<file path="src/rtl/qsfp_seq_pkg.sv">
// qsfp_seq_pkg: shared state encoding and width constants for the QSFP sideband sequencer
package qsfp_seq_pkg;

    localparam int MAX_CH  = 8;
    localparam int SCAN_W  = 16;
    localparam int TIMER_W = 32;

    typedef enum logic [2:0] {
        RST_DLY,
        IDLE,
        PWR_START,
        PWR_WAIT,
        CH_START,
        CH_WAIT,
        CH_NEXT,
        DELAY
    } state_t;

endpackage

</file>
<file path="src/rtl/seq_timer.sv">
// seq_timer: loadable down-counter that saturates at zero and flags when empty
module seq_timer
    import qsfp_seq_pkg::*;
#(
    parameter logic [TIMER_W-1:0] RST_VAL = '0
) (
    input  logic               clk,
    input  logic               rst,
    input  logic               load,
    input  logic [TIMER_W-1:0] load_val,
    output logic               zero
);

    logic [TIMER_W-1:0] cnt;

    // Load has priority; otherwise count down and hold at zero
    always_ff @(posedge clk or posedge rst)
        if (rst)
            cnt <= RST_VAL;
        else if (load)
            cnt <= load_val;
        else if (cnt != '0)
            cnt <= cnt - 1'b1;

    assign zero = cnt == '0;

endmodule

</file>
<file path="src/rtl/qsfp_sb_sequencer.sv">
// qsfp_sb_sequencer: powers up, then walks enabled QSFP channels in init and periodic scan passes
module qsfp_sb_sequencer
    import qsfp_seq_pkg::*;
#(
    parameter int unsigned NUM_CH        = 2,
    parameter int unsigned STARTUP_DLY   = 50000000,
    parameter int unsigned SCAN_PERIOD   = 50000000,
    parameter int unsigned CMPLT_TIMEOUT = 1000000,
    parameter string       SIMULATION    = "false"
) (
    input  logic              clk,
    input  logic              rst,
    input  logic [NUM_CH-1:0] ch_enable,
    output logic              pwr_start,
    input  logic              pwr_cmplt,
    output logic [NUM_CH-1:0] qsfp_start,
    output logic [NUM_CH-1:0] qsfp_init,
    input  logic [NUM_CH-1:0] qsfp_cmplt,
    output logic              busy,
    output logic [2:0]        cur_ch,
    output logic [NUM_CH:0]   timeout_err,
    output logic [SCAN_W-1:0] scan_count
);

    localparam bit SIM_STOP = SIMULATION == "true";
    localparam bit TMO_EN   = CMPLT_TIMEOUT != 0;

    state_t              state, state_n;
    logic                init_phase, ch_none, found, tmo;
    logic                tmr_load, tmr_zero, set_none, sel, end_pass;
    logic [2:0]          ch, nxt_ch;
    logic [TIMER_W-1:0]  tmr_val;
    logic [MAX_CH-1:0]   en_w, cmplt_w, oh;
    logic [NUM_CH:0]     err_set;

    assign en_w    = MAX_CH'(ch_enable);
    assign cmplt_w = MAX_CH'(qsfp_cmplt);
    assign oh      = MAX_CH'(1) << ch;
    assign tmo     = tmr_zero && TMO_EN;

    seq_timer #(.RST_VAL(TIMER_W'(STARTUP_DLY))) u_timer (
        .clk      (clk),
        .rst      (rst),
        .load     (tmr_load),
        .load_val (tmr_val),
        .zero     (tmr_zero)
    );

    // Lowest enabled channel above the current one (any enabled channel when unstarted)
    always_comb begin
        found  = 1'b0;
        nxt_ch = '0;
        for (int i = MAX_CH - 1; i >= 0; i--)
            if (en_w[i] && (ch_none || 3'(i) > ch)) begin
                found  = 1'b1;
                nxt_ch = 3'(i);
            end
    end

    // Next state, timer loads and register update strobes
    always_comb begin
        state_n  = state;
        tmr_load = 1'b0;
        tmr_val  = '0;
        set_none = 1'b0;
        sel      = 1'b0;
        end_pass = 1'b0;
        err_set  = '0;
        case (state)
            RST_DLY:   state_n = tmr_zero ? IDLE : RST_DLY;
            IDLE:      state_n = PWR_START;
            PWR_START: begin
                state_n  = PWR_WAIT;
                tmr_load = 1'b1;
                tmr_val  = TIMER_W'(CMPLT_TIMEOUT);
                set_none = 1'b1;
            end
            PWR_WAIT: if (pwr_cmplt || tmo) begin
                state_n = CH_NEXT;
                err_set = pwr_cmplt ? '0 : (NUM_CH + 1)'(1) << NUM_CH;
            end
            CH_START: begin
                state_n  = CH_WAIT;
                tmr_load = 1'b1;
                tmr_val  = TIMER_W'(CMPLT_TIMEOUT);
            end
            CH_WAIT: if (cmplt_w[ch] || tmo) begin
                state_n = CH_NEXT;
                err_set = cmplt_w[ch] ? '0 : (NUM_CH + 1)'(oh);
            end
            CH_NEXT: begin
                state_n  = found ? CH_START : DELAY;
                sel      = found;
                end_pass = !found;
                tmr_load = !found;
                tmr_val  = TIMER_W'(SCAN_PERIOD);
            end
            DELAY: if (tmr_zero && !SIM_STOP) begin
                state_n  = CH_NEXT;
                set_none = 1'b1;
            end
            default:   state_n = RST_DLY;
        endcase
    end

    // State, channel pointer, phase flag, sticky errors and pass counter
    always_ff @(posedge clk or posedge rst)
        if (rst) begin
            state       <= RST_DLY;
            ch          <= '0;
            ch_none     <= 1'b0;
            init_phase  <= 1'b1;
            busy        <= 1'b0;
            timeout_err <= '0;
            scan_count  <= '0;
        end else begin
            state       <= state_n;
            busy        <= !(state_n inside {IDLE, DELAY});
            timeout_err <= timeout_err | err_set;
            if (set_none) begin
                ch      <= '0;
                ch_none <= 1'b1;
            end else if (sel) begin
                ch      <= nxt_ch;
                ch_none <= 1'b0;
            end
            if (end_pass) begin
                init_phase <= 1'b0;
                scan_count <= scan_count + 1'b1;
            end
        end

    assign pwr_start  = state == PWR_START;
    assign qsfp_start = state == CH_START ? oh[NUM_CH-1:0] : '0;
    assign qsfp_init  = init_phase ? qsfp_start : '0;
    assign cur_ch     = ch;

endmodule

</file>
<file path="config.mk">
export PLATFORM = sky130hd
export DESIGN_NAME = qsfp_sb_sequencer
export DESIGN_NICKNAME = d
export VERILOG_FILES = /design/src/rtl/qsfp_seq_pkg.sv /design/src/rtl/seq_timer.sv /design/src/rtl/qsfp_sb_sequencer.sv
export SDC_FILE = /design/constraint.sdc
export NUM_CORES = 1
export LEC_CHECK = 0
export CAP_MARGIN = 40
export CORE_UTILIZATION = 48
export CTS_BUF_LIST = sky130_fd_sc_hd__clkbuf_8
export CTS_CLUSTER_DIAMETER = 100
export DETAILED_ROUTE_END_ITERATION = 10
export PLACE_DENSITY_LB_ADDON = 0.12
export SLEW_MARGIN = 5
export SYNTH_ARGS = -nofsm -noshare
export SYNTH_HDL_FRONTEND = slang
export SYNTH_SLANG_ARGS = --single-unit
</file>
<file path="constraint.sdc">
create_clock -name clk -period 2.5 [get_ports clk]
set_input_delay 0.25 -clock clk [delete_from_list [all_inputs] [get_ports clk]]
set_output_delay 0.25 -clock clk [all_outputs]
set_load 0.05 [all_outputs]
</file>
Word-level counts from Yosys, hierarchy flattened. Cells that the tools add are included.

Add/sub/neg operators: 2. Shifts and indexed selects: 1. Bitwise logic cells: 1. $lt $le $gt $ge: 3. Muxes and demuxes: 31. Eq/ne operators: 9. Reduce and logical (&&, ||, !) cells: 15.

Operators by type and width (count): $mux 32 (2); $pmux 26 s2 (1); $logic_not 32->1 (1); $reduce_bool 32->1 (1); $sub 32x1->32 const B (1); $mux 3 (10); $pmux 3 s8 (1); $add 16x1->16 const B (1); $eq 3x3->1 const B (5); $mux 1 (10); $eq 3x1->1 const B (2); $eq 3x2->1 const B (2); $gt 1x3->1 const A (2); $mux 2 (3); $pmux 3 s2 (1); $reduce_bool 2->1 (3); $logic_or 1x1->1 (4); $lt 3x4->1 const B (1); $pmux 1 s2 (2); $bmux 1 s3 (1); $logic_not 3->1 (1); $or 3x3->3 (1); $shl 1x3->3 const A (1); $logic_and 1x1->1 (2); other kinds (2) (3).

Word-level logic and storage cells: 70. Bits in registers: 60. Output and inout bits: 28.

Logic depth before layout (Yosys ltp). Gate-level depths: netlist of the first run.

Word-level depth: 10. Mapped depth: 8. Gate-level depth less buffers: 7.

Hierarchy. A second synthesis of the first run with hierarchy kept.

Cell total of the unflattened synthesis: 336. Area total of the unflattened synthesis: 3241.9 um2.

By module, submodules not included: seq_timer (area an instance 1851.8 um2, instances 1, cells an instance 196); qsfp_sb_sequencer (area an instance 1390.1 um2, instances 1, cells an instance 140).

Worst setup path before layout of the first run. No wires, ideal clock.

Kind: register -> register. Start: register u_timer.cnt[0]. End: register u_timer.cnt[10]. Arrival: 2.236 ns. Setup slack: 0.186 ns. Buffers on the path: 1. Library setup time: 0.078 ns. Stages on the path, launching flop included: 9. Required time: 2.422 ns. Cells stage by stage: dfrtp_1 > inv_1 > ha_1 > or3b_4 > or3_1 > buf_2 > or3_1 > or3_1 > a21oi_1.

Longest elaborated chain between the ends: 3. Elaborated cells between the ends (all ways): 5.

RTL lines: start, declared (RTL line seq_timer.sv:14) `logic [TIMER_W-1:0] cnt;`; start signal, assigned (RTL line seq_timer.sv:21) `cnt <= load_val;`; start signal, assigned (RTL line seq_timer.sv:23) `cnt <= cnt - 1'b1;`; $sub 32x1->32 (RTL line seq_timer.sv:23); $mux 32 (RTL line seq_timer.sv:22) `else if (cnt != '0)`; $mux 32 (RTL line seq_timer.sv:20) `else if (load)`.

Several ways; a longest one is shown, not always the timed one. The select of a mux whose other input is x is not followed. A chain may end at the register's enable or synchronous reset.

Worst setup path after layout of the first run. Ends and elaborated chain as after synthesis.

==> results of run 1 <==
==> metrics by stage <==
step           cell area, um^2  std cells
4_1_cts                   3940        470
5_1_grt                   3970        470
2_1_floorplan             3190        343
6_report                  3970        470
3_3_place_gp              3700        454
3_5_place_dp              3700        454
==> routing by layer <==
metal  global-route usage [%]  vias up
li1                         -     1361
met1                     31.7     1401
met2                     34.7       81
met3                     5.74       16
met4                     9.71        0
met5                        0        -
==> sequential cells by signal, indices dropped and copies added, names as in the netlist <==
| name | cells |
|---|---|
| cur_ch | 1 |
| u_timer.cnt | 32 |
| scan_count | 16 |
| state | 3 |
| ch_none | 1 |
| init_phase | 1 |
| busy | 1 |
| timeout_err | 3 |
==> what timing repair did <==
item,4_1_cts,5_1_grt
gates resized for setup,0,7
setup buffers,0,0
setup endpoints to repair,0,10
endpoints found under the hold margin,0,0
==> placed cells by master (no fill, tap or decap), types with 3 or more instances in the layout <==
cell type         n
a211oi_1          3
a21o_1            5
a21oi_1          27
and2_1            4
and3_1            6
buf_4            16
clkbuf_8         12
clkdlybuf4s50_1  28
dfrtp_1          45
dfstp_2          13
dlymetal6s2s_1    4
ha_1              3
inv_1             7
nand2_1          27
nand2b_1          7
nand3_1          14
nand4_1           7
nor2_1           28
nor3_1           13
nor4_1            9
o21ai_0           8
o31ai_1          10
or3_1            16
or4_1            12
xnor2_1          17
xor2_1            6
==> layout make-up <==
class                           count  area (um^2)  share of cell area [%]
Multi-Input combinational cell    261         1640                    41.4
Clock buffer                       12          165                    4.17
Clock inverter                      4         72.6                    1.83
Timing Repair Buffer               50          490                    12.4
Tap cell                           77         96.3                    2.43
Sequential cell                    58         1470                    37.0
Inverter                            8         30.0                   0.757
==> power breakdown <==
group | total, uW | leakage [uW] | internal [uW] | switching, uW
Combinational | 1410 | 0.000866 | 587 | 823
Sequential | 1570 | 0.000715 | 1230 | 342
Clock | 1040 | 0.000119 | 641 | 400
Total | 4020 | 0.00170 | 2450 | 1560
==> synth_stat cells, types with 5 or more instances <==
master | n | area (um^2)
a21o_1 | 5 | 37.5
a21oi_1 | 27 | 135
and3_1 | 6 | 37.5
clkbuf_1 | 11 | 41.3
dfrtp_1 | 45 | 1130
dfstp_2 | 13 | 342
inv_1 | 8 | 30.0
nand2_1 | 27 | 101
nand2b_1 | 7 | 43.8
nand3_1 | 15 | 75.1
nand4_1 | 7 | 43.8
nor2_1 | 28 | 105
nor3_1 | 13 | 65.1
nor4_1 | 9 | 56.3
o21ai_0 | 8 | 40.0
o31ai_1 | 10 | 75.1
or3_1 | 17 | 106
or4_1 | 12 | 90.1
xnor2_1 | 17 | 149
xor2_1 | 6 | 52.6
==> kinds of logic (layout without fill, tap and decap cells) <==
kind of cell,Yosys count,after routing,synth area share [%]
xor+xnor,23,23,6.32
simple gates,158,158,27.8
buf+inv,24,74,3.14
mux,2,2,0.667
other cells,1,2,0.118
fa+ha+maj,3,3,1.18
compound gates,73,73,14.7
flops,58,58,46.0
==> critical path, delay by kind of cell, from the launching register on <==
kind                     cells  cell delay, ps
AND/OR/NAND/NOR              4            1490
flip-flops                   1             390
adder cells (fa/ha/maj)      1             170
AO/OA/AOI/OAI                1             130
buffers and inverters        1             110
==> worst min path at each step <==
stage	cells after the start	startpoint	end	slack (ps)
floorplan	2	pwr_cmplt	state[2]$_DFF_PP0_	430
global placement	1	timeout_err[1]$_DFF_PP0_	timeout_err[1]$_DFF_PP0_	440
detailed placement	1	timeout_err[1]$_DFF_PP0_	timeout_err[1]$_DFF_PP0_	440
CTS	2	rst	u_timer.cnt[28]$_DFFE_PP0P_	270
global route	2	rst	u_timer.cnt[28]$_DFFE_PP0P_	310
finish	2	rst	u_timer.cnt[28]$_DFFE_PP0P_	250
==> key figures, run 1 <==
Setup path
  • Worst reg2reg setup slack: ~140 ps
  • Most frequent CP cell: or3_1
  • Crit. End Element: register
  • Worst setup path end: u_timer.cnt[10]$_DFFE_PP0P_
  • WP data required: ~2800 ps
  • Worst setup path startpoint: u_timer.cnt[0]$_DFFE_PP0P_
  • Crit Path Class: register to register
  • Worst Path Max Fanout: 8
  • Worst r2r src: u_timer.cnt[0]$_DFFE_PP0P_
  • Crit start category: register
  • CP max stage cell: or3b_4
  • Critical-path cell list: inv_1 -> ha_1 -> or3b_4 -> or3_4 -> or3_1 -> or3_1 -> a21oi_1
  • Crit path DAT: about 2600 ps
  • Worst r2r dst: u_timer.cnt[10]$_DFFE_PP0P_
  • CP max stage delay: 410 ps
  • R2r worst-path depth: 7

Pwr
  • Maximum VDD drop: around 0.53 mV
  • Tot Pwr: between 4000 and 5000 uW
  • Pwr dens: slightly above 1000 nW/um^2
  • Pleak: around 0.0017 uW

Global route
  • Total congestion overflow: 0
  • Total track usage: 23.0%
  • Pin count of the biggest net entering global routing: 37
  • Number of global-route vias before repair: 2575
  • First-pass GRT wire length: between 10000 and 15000 um
  • Initial antenna violation count: 0

CTS
  • Clk buf depth: 2
  • Clock Tree Root: clkbuf_8
  • Clock sinks: 58
  • Clk pin slew, worst setup/hold paths: 70 ps
  • Clk Latency, worst-skew pair: ~360 ps
  • CTS tree: yes
  • Number of H-tree levels: 3
  • CTS buffer count: 9
  • CTS Hold Bufs: 0

Drt
  • Wire per inst: ~16 um
  • Vias per cell: about 6.1
  • Met1 wire length: around 3700 um
  • Total Wirelength: about 7700 um
  • Via count: around 2900
  • Highest Signal Layer: met4
  • Post-route DRC: 0
  • ANT nets after route: 0
  • Routed met2 length: roughly 3400 um
  • Initial DRC Count: 125
  • Met3 routed WL: roughly 370 um
  • Drt first pass iters: 4

Logic synthesis
  • Synth warn: 0
  • Sequential-to-total area share from yosys stat: a little under half
  • Post-Synthesis Cells: ~340
  • Post-synth EDFFs: 0
  • Mean Syn Cell Area: between 9 and 10 um^2
  • Asr flop ratio synth: 100%
  • Most used DFF post-synth: dfrtp_1
  • Synth unique cells: 56
  • Seq cells post-synth: 58
  • Mapped cell area: 3190 um^2

Finish
  • # diodes: 0
  • Core Util, Final: 62.1%
  • Area Overhead vs Synth: 24.4%
  • Filler cells: between 500 and 600
  • Final-stage net count: around 400
  • Layout cells sized above 1: approximately 15%

Timing
  • Hold_ws: ~250 ps
  • Endpoints failing hold: 0
  • Final critical-path required period: 2360 ps
  • Setup-failing EPs final: 0
  • Worst-Margin Slew: around 510 ps
  • Period utilization: about 94%
  • Max-slew headroom: approximately two thirds
  • Fmax: approximately 420 MHz
  • Fin worst setup slack: roughly 140 ps
  • Setup TNS: 0 ps
  • Slew Viols, Final: 0
  • RSZ-0062 raised after global routing: no
  • Final setup skew: around 7.5 ps

Floorplanning
  • Core Area: about 6400 um^2
  • Initial Util: 49.9%
  • Total die area: around 7000 um^2
  • Chip width: 83.5 um
  • Boundary Pins: 35
  • Number of core rows: 29
  • Die Y: 83.5 um

Outcome
  • Status: finished clean

Placement
  • DPL Wire Length: between 5000 and 6000 um
  • Place WS: about 75 ps
  • Routability congestion estimate: 0.836
  • I/O Buffers: 32

Flow run
  • Max-cap violations: 0

Hold path
  • Worst hold path class: input pin to asynchronous set/reset pin
Note: power is estimated with default switching activity, not from simulation.
==> run 2, diff against run 1 <==
- CORE_ASPECT_RATIO: default -> 1.1
- SLEW_MARGIN: 5 -> default
==> run 2 against run 1 <==
Wire length fell by 2.5%; die area barely moved; critical path type is now register to output port; first-iteration DRC count fell by 4.0%.
==> key figures, run 2 (synthesis results as in run 1) <==
Outcome
  • Status: finished clean

Global route
  • Total congestion overflow: 0 (unchanged)
  • Pin count of the biggest net entering global routing: 59 (+59%)
  • First-pass GRT wire length: 12400 um (-2.3%)
  • Number of global-route vias before repair: 2617 (+1.6%)
  • Initial antenna violation count: 0 (unchanged)
  • Total track usage: 23.3% (+0.30 points)

Setup path
  • Worst setup path startpoint: state[0]$_DFF_PP0_
  • Critical-path cell list: nand2b_1 -> nor3_1 -> clkdlybuf4s50_1
  • Crit. End Element: output port
  • Crit start category: register
  • Worst Path Max Fanout: 17 (+9)
  • CP max stage cell: clkdlybuf4s50_1
  • Cell family contributing the most delay on the critical path: buffers and inverters
  • Crit path DAT: 2100 ps (-540 ps)
  • Worst r2r src: u_timer.cnt[1]$_DFFE_PP0P_
  • Crit Path Class: register to output port
  • Bufs and invs on worst path: 1 (unchanged)
  • WP data required: 2250 ps (-540 ps)
  • CP max stage delay: 820 ps (+410 ps)
  • Worst reg2reg setup slack: 150 ps (about the same)

Finish
  • Commonest non-fill, non-tap cells in the layout: 45 x dfrtp_1, 32 x clkdlybuf4s50_1, 28 x nor2_1, 27 x a21oi_1, 27 x nand2_1
  • Largest regs: u_timer.cnt x32, scan_count x16
  • Final-stage net count: 399 (+0.25%)
  • Most common cell after layout, fill and taps aside: dfrtp_1
  • Design area: 3960 um^2 (-0.25%)
  • Max reg flops: 32 (unchanged)
  • Top reg by flops: u_timer.cnt
  • Area Overhead vs Synth: 24.1%
  • Core Util, Final: 62.7% (+0.63 points)
  • # diodes: 0 (unchanged)
  • Layout cells sized above 1: 15.0% (-0.29 points)

Pwr
  • Pwr dens: 1030 nW/um^2 (+1.3%)
  • Maximum VDD drop: 0.604 mV (+13%)
  • Pleak: 0.00163 uW (-4.1%)

Timing
  • Setup TNS: 0 ps (unchanged)
  • Setup-failing EPs final: 0 (unchanged)
  • Max-slew headroom: 66.4% (+0.57 points)
  • Final setup skew: 11.1 ps (+3.64 ps)
  • Worst-Margin Slew: 499 ps (-11.7 ps)
  • Final critical-path required period: 2350 ps (-2.63 ps)
  • Fin worst setup slack: 146 ps (+2.63 ps)
  • RSZ-0062 raised after global routing: no
  • Endpoints failing hold: 0 (unchanged)
  • Hold_ws: 281 ps (+34.2 ps)
  • Fmax: 425 MHz (+0.11%)
  • Period utilization: 94.2% (-0.11 points)
  • Slew Viols, Final: 0 (unchanged)

Floorplanning
  • Boundary Pins: 35 (unchanged)
  • Number of core rows: 30 (+3.4%)
  • Die Y: 87.5 um (+4.8%)
  • Core Area: 6310 um^2 (-1.3%)
  • Total die area: 6970 um^2 (about the same)
  • Chip width: 79.7 um (-4.5%)
  • Initial Util: 50.6% (+0.63 points)

CTS
  • CTS buffer count: 9 (unchanged)
  • Post-CTS Setup Bufs: 0 (unchanged)
  • Clk buf depth: 2 (unchanged)
  • Clock Tree Root: clkbuf_8
  • Clk Latency, worst-skew pair: 340 ps (-20 ps)
  • Clk pin slew, worst setup/hold paths: 70 ps (about the same)
  • Clock sinks: 58 (unchanged)
  • Number of H-tree levels: 3 (unchanged)
  • CTS Hold Bufs: 0 (unchanged)
  • CTS tree: yes

Drt
  • Via count: 2777 (-2.9%)
  • Drt first pass iters: 4 (unchanged)
  • Post-route DRC: 0 (unchanged)
  • Initial DRC Count: 120 (-4.0%)
  • Wire per inst: 15.7 um (-3.3%)
  • Total Wirelength: 7460 um (-2.5%)
  • Vias per cell: 5.86 (-3.7%)
  • ANT nets after route: 0 (unchanged)

Placement
  • I/O Buffers: 32 (unchanged)
  • DPL Wire Length: 5170 um (-1.6%)
  • Place WS: 86.8 ps (+11.7 ps)
  • Routability congestion estimate: 0.850 (+1.6%)
  • Post-Place Cell Area: 3700 um^2 (about the same)

Hold path
  • Worst hold path class: input pin to asynchronous set/reset pin

Flow run
  • Max-cap violations: 0 (unchanged)
[run 2: power breakdown]
group          leakage, uW  switching (uW)  internal, uW
combinational     0.000788             823           592
sequential        0.000715             319          1230
clock             0.000127             386           713
[run 2: worst paths after layout]
path,to,cells after the start
min in group clk,timeout_err[2]$_DFF_PP0_,1
max in group asynchronous,u_timer.cnt[14]$_DFFE_PP1P_,3
worst max-delay path,qsfp_init[0],3
worst max register to register,u_timer.cnt[30]$_DFFE_PP0P_,7
worst min register to register,timeout_err[2]$_DFF_PP0_,1
worst min-delay path,u_timer.cnt[26]$_DFFE_PP0P_,3
[run 2: final cells by class]
class                      instances  area, um^2
tap                               80         100
clock inverter                     5         101
clock buffer                      11         151
inverter                           8        30.0
multi-input combinational        261        1630
sequential                        58        1470
timing repair buffer              51         475
fill                             545        2350
[run 2: layer usage]
layer | vias to the layer above | GRT usage (%) | part of all wire [%]
met5 | - | 0 | 0
met4 | 0 | 12.2 | 2.4
met3 | 17 | 3.87 | 4.2
met2 | 74 | 36.8 | 46
met1 | 1339 | 30.7 | 48
li1 | 1347 | - | -
[run 2: repair_timing]
item	4_1_cts	5_1_grt
resized for setup	0	1
hold endpoints to repair	0	0
endpoints found under the setup margin	0	5
[run 2: worst reg2reg max path, stage by stage, from the launching register on]
cell and delay, ps:
dfrtp_1 400, inv_1 90, ha_1 160, or3b_4 410, nor4_2 360, o31ai_2 180, or4_1 530, a21oi_1 150
[run 2: through the flow]
| stage | cells | total power [uW] |
|---|---|---|
| finish | 474 | 4060 |
| detailed placement | 458 | 2950 |
| floorplan | 343 | 2490 |
| global route | 474 | 4310 |
| global placement | 458 | 2930 |
| CTS | 474 | 4070 |
